## src/rtl/signature_test_controller.sv

```systemverilog
// Built-in signature test sequencer: clears the CUT, sweeps an exhaustive stimulus count,
// compacts the CUT responses into a 16-bit signature and compares it with a golden value.
module signature_test_controller #(
  parameter int STIM_W     = 8,
  parameter int CUT_LAT    = 1,
  parameter int CLR_CYCLES = 2
) (
  input  logic        clk,
  input  logic        clear,
  input  logic        start,
  input  logic [7:0]  seed,
  input  logic [15:0] golden_sig,
  input  logic [7:0]  cct_output,
  output logic [7:0]  stimulus,
  output logic        cut_clear,
  output logic        busy,
  output logic        done,
  output logic        pass,
  output logic [15:0] signature
);

  localparam int SAMPLES = 1 << STIM_W;
  localparam int RUN_LEN = CUT_LAT + SAMPLES;

  localparam logic [7:0] STIM_MAX   = 8'(SAMPLES - 1);
  localparam logic [9:0] RUN_LAST   = 10'(RUN_LEN - 1);
  localparam logic [9:0] LAT_CNT    = 10'(CUT_LAT);
  localparam logic [3:0] PRIME_LAST = 4'(CLR_CYCLES - 1);

  typedef enum logic [1:0] {
    IDLE,
    PRIME,
    RUN,
    CHECK
  } state_t;

  state_t      state;
  logic [7:0]  seed_q;
  logic [15:0] golden_q;
  logic [3:0]  prime_cnt;
  logic [9:0]  run_cnt;
  logic [7:0]  comp_sum;

  always_comb begin
    comp_sum = signature[7:0] + (seed_q ^ cct_output);
  end

  // run_cnt counts RUN cycles; the first CUT_LAT of them only fill the CUT pipeline.
  always_ff @(posedge clk) begin
    if (clear) begin
      state     <= IDLE;
      stimulus  <= 8'h00;
      signature <= 16'h0000;
      busy      <= 1'b0;
      done      <= 1'b0;
      pass      <= 1'b0;
      cut_clear <= 1'b1;
      seed_q    <= 8'h00;
      golden_q  <= 16'h0000;
      prime_cnt <= 4'd0;
      run_cnt   <= 10'd0;
    end else begin
      done <= 1'b0;
      case (state)
        IDLE: begin
          cut_clear <= 1'b0;
          if (start) begin
            seed_q    <= seed;
            golden_q  <= golden_sig;
            signature <= 16'h0000;
            stimulus  <= 8'h00;
            pass      <= 1'b0;
            busy      <= 1'b1;
            cut_clear <= 1'b1;
            prime_cnt <= 4'd0;
            state     <= PRIME;
          end
        end
        PRIME: begin
          if (prime_cnt == PRIME_LAST) begin
            cut_clear <= 1'b0;
            run_cnt   <= 10'd0;
            state     <= RUN;
          end else begin
            prime_cnt <= prime_cnt + 4'd1;
          end
        end
        RUN: begin
          if (stimulus != STIM_MAX) begin
            stimulus <= stimulus + 8'd1;
          end
          if (run_cnt >= LAT_CNT) begin
            signature <= {signature[14:8], comp_sum, signature[15]};
          end
          if (run_cnt == RUN_LAST) begin
            state <= CHECK;
          end else begin
            run_cnt <= run_cnt + 10'd1;
          end
        end
        CHECK: begin
          pass  <= (signature == golden_q);
          done  <= 1'b1;
          busy  <= 1'b0;
          state <= IDLE;
        end
        default: state <= IDLE;
      endcase
    end
  end

endmodule

```

## config.mk

```make
export PLATFORM = sky130hd
export DESIGN_NAME = signature_test_controller
export DESIGN_NICKNAME = d
export VERILOG_FILES = /design/src/rtl/signature_test_controller.sv
export SDC_FILE = /design/constraint.sdc
export NUM_CORES = 1
export LEC_CHECK = 0
export CORE_ASPECT_RATIO = 1.75
export CORE_MARGIN = 1
export CORE_UTILIZATION = 48
export DETAILED_ROUTE_END_ITERATION = 16
export DONT_BUFFER_PORTS = 1
export GPL_ROUTABILITY_DRIVEN = 0
export GPL_TIMING_DRIVEN = 0
export PLACE_DENSITY = 0.65
export SETUP_SLACK_MARGIN = 0.05
export SYNTH_ARGS = -nofsm -noshare
export SYNTH_HDL_FRONTEND = slang
export SYNTH_SLANG_ARGS = --single-unit
```

## constraint.sdc

```tcl
create_clock -name clk -period 2.1 [get_ports clk]
set_input_delay 0.525 -clock clk [delete_from_list [all_inputs] [get_ports clk]]
set_output_delay 0.525 -clock clk [all_outputs]
set_load 0.02 [all_outputs]
```

==> impl_results.md <==
* CTS tree: yes
* DR DRC count at 0
* Crit share post-route at 94.1%
* Syn Inst Count at 410
* H-tree Lvls at 3
* Synth-to-Final Area Change at 12.8%
* Yosys warning count at 0
* Overflow after GRT at 0
* Clock sinks at 68
* Ys flop type: dfxtp_1
* Peak Freq at just over 500 MHz
* Initial DRT Pass Iterations at 4
* Slew @ Worst Pin at 698 ps
* Worst vdd ir at about 570 uV
* Post-synth cell types at 49
* Post-CTS Hold Buffers at 0
* Input/output buffers at 0
* Row count at 40
* Worst r2r dst: signature[7]
* Clock buffer depth at 2
* Vias in the first global route at 2,831
* Antenna diode instance count at 0
* CP max FO at 4
* Crit Path Category: reg2reg
* Largest net degree at the start of global routing at 11
* RSZ-0062 raised after global routing: no
* Most frequent CP cell: o21a_1
* Largest cells by area after synthesis: dfxtp_1 (39%), nand2_1 (7.7%), xor2_1 (7.6%)
* PD cells at about 1100 nW/um2
* Setup WS pre-CTS at -133 ps
* Leakage Power at 1.54 nW
* Post-synth ARST share at 0%
* Syn avg cell area at around 8.4 um2
* Status: finished, final reports clean
* Ports at 63
* Worst Reg-to-Reg Cells at 9
* Filler cell count at 668
* Final Worst Setup Slack at 124 ps
* Synth Register Bits at between 60 and 70
* DR iter-0 viols at 133
* Gr usage total at 24.4%
* Max-cap violation count at 0
* Post-layout util at between 50% and 60%
* Register area share after synthesis at 39.4%
* Clock latency on the worst-skew pair at 330 ps
* Initial antenna violation count at 0
* Worst slew margin at roughly 53%
* Hold path startpoint: seed[4]
* First-pass GRT wire length at 13.5 mm
* Hold Violations, Final at 0
* WHS at 326 ps
* Slowest cell delay on critical path at about 350 ps
* WHS Endpoint: seed_q[4]
* Critical path cell sequence: xor2_1 -> ha_2 -> inv_1 -> fa_2 -> nor2b_1 -> o21a_1 -> o21a_1 -> o311ai_1 -> a22o_1
* Die width at about 66 um
* Layout cells sized above 1 at 8.69%
* Setup Skew at 3.68 ps
* Final setup vio count at 0
* Cts bufs inserted at 9
* WP data required at 2330 ps
* Core ar. at 6910 um2
* Total power at 4.42 mW
* Final Max Tran Viols at 0
* Worst path arrival time at between 2000 and 2500 ps
* Area leader, netlist: dfxtp_1
* Vias at 2,898
* Fin cells at 510
* Die height at roughly 110 um
* FF-to-FF Start: seed_q[0]
* Synth Cell Area at 3450 um2
* Post-synth net total at between 400 and 500
* Clock Pin Slew Worst Setup and Hold Paths at 50 ps
* Hold path depth at 2
* Die area at between 7000 and 8000 um2
* Placed insts at a little under 500
* Initial Util at 50.0%
* Routed Antenna Nets at 0
* Area share of the largest cell type after synthesis at 39.4%
* Post-DR wirelength/cell at 16.9 um
* CP Capture Type: flop
* Slowest cell on crit path: fa_2
* Nets@finish at 476
* Reg-to-reg slack, setup at 120 ps
* Critical Path Source Type: flop
* Total wire length at 8.61 mm
* Clk root buf: clkbuf_16
* Via density at 5.68
* HPWL after detailed placement at 6.45 mm
* Post-layout min period at 1980 ps
* Number of synthesized flops with an enable pin at 0
* Hold Crit Class: in2reg
how the worst max path moves through the flow:
stage                   end          start  slack (ps)  cells past startpoint
2_1_floorplan  signature[7]  cct_output[0]          70                      9
3_3_place_gp   signature[7]  cct_output[0]        -100                      9
3_5_place_dp   signature[7]  cct_output[2]        -130                      7
4_1_cts        signature[7]      seed_q[0]          50                      9
5_1_grt        signature[8]      seed_q[2]          60                      7
6_report       signature[7]      seed_q[0]         120                      9
sequential cells by signal, summed over array words and instances, names as in the netlist:
register / flops
pass: 1
done: 1
busy: 1
cut_clear: 1
seed_q: 8
signature: 16
state: 2
golden_q: 16
run_cnt: 10
stimulus: 8
prime_cnt: 4
worst max-delay path, delay by kind of cell, from the launching register on:
family / cells / cell delay [ps]
AO/OA/AOI/OAI: 4 / 670
XOR/XNOR: 1 / 140
adder cells (fa/ha/maj): 2 / 550
buffers and inverters: 1 / 50
flip-flops: 1 / 330
AND/OR/NAND/NOR: 1 / 130
cell type report:
cell class	instances	area (um2)	share of cell area, %
Inverter	16	60.1	1.54
Clock inverter	1	30.0	0.771
Sequential cell	68	1370	35.1
Buffer	16	78.8	2.02
Clock buffer	15	268	6.87
Timing Repair Buffer	1	7.51	0.193
Tap cell	84	105	2.70
Multi-Input combinational cell	309	1980	50.8
logic make-up after synthesis:
group | after synthesis | synth area share, %
AOI/OAI and AO/OA | 81 | 14.5
muxes | 4 | 1.16
xor gates and xnor gates | 44 | 11.2
DFF | 68 | 39.4
and+or+nand+nor | 160 | 22.5
adders and majority gates | 20 | 7.46
buffers and inverters | 33 | 3.91
report_power, final:
group | leakage (nW) | switching [mW] | internal (mW)
clock network | 0.144 | 0.534 | 0.986
registers | 0.555 | 0.175 | 1.44
logic | 0.844 | 0.824 | 0.459
total | 1.54 | 1.53 | 2.89
layer usage:
metal | routed length [um] | part of all wire, % | track usage [%]
met1 | 3090 | 36 | 22.7
met2 | 4710 | 55 | 45.4
met3 | 541 | 6.3 | 7.97
met4 | 267 | 3.1 | 12.3
met5 | 0 | 0 | 0
per-stage QoR:
stage	cell area [um2]	setup TNS [ps]
2_1_floorplan	3460	0
3_3_place_gp	3560	-175
3_5_place_dp	3560	-263
4_1_cts	3880	0
5_1_grt	3900	0
6_report	3900	0
synthesized netlist by cell type, types with 6 or more instances:
cell	number
nand3_1	18
dfxtp_1	68
nor3_1	6
nand2_1	71
xnor2_1	14
xor2_1	30
nor2_1	25
o21ai_0	7
inv_1	15
clkbuf_1	10
nand4_1	10
a21oi_1	48
ha_1	19
layout by cell type (no fill, tap or decap), types with 2 or more instances in the layout:
| cell type | count |
|---|---|
| nand4_1 | 10 |
| o21ai_0 | 7 |
| or4_1 | 3 |
| and4_1 | 2 |
| or3_1 | 3 |
| nor2_1 | 25 |
| a21oi_1 | 48 |
| nand4_2 | 2 |
| xor2_1 | 30 |
| nand2b_1 | 4 |
| nor3_1 | 6 |
| a221oi_1 | 2 |
| clkbuf_2 | 4 |
| clkbuf_1 | 11 |
| inv_1 | 15 |
| a22o_1 | 2 |
| a21o_1 | 4 |
| xnor2_1 | 14 |
| clkbuf_8 | 2 |
| and2_1 | 4 |
| o21a_1 | 3 |
| mux2i_1 | 3 |
| dfxtp_1 | 64 |
| buf_2 | 2 |
| o31ai_1 | 2 |
| nand3_1 | 18 |
| nor4_1 | 2 |
| and3_1 | 2 |
| clkbuf_16 | 9 |
| dfxtp_2 | 4 |
| nand2_1 | 70 |
| ha_1 | 18 |
| nor2b_1 | 4 |
timing repair:
action                     4_1_cts  5_1_grt
gates resized for setup          5       11
setup endpoints to repair        3       43
setup buffers                    0        1
pin swaps                        1        1
Note: power is estimated with default switching activity, not from simulation.
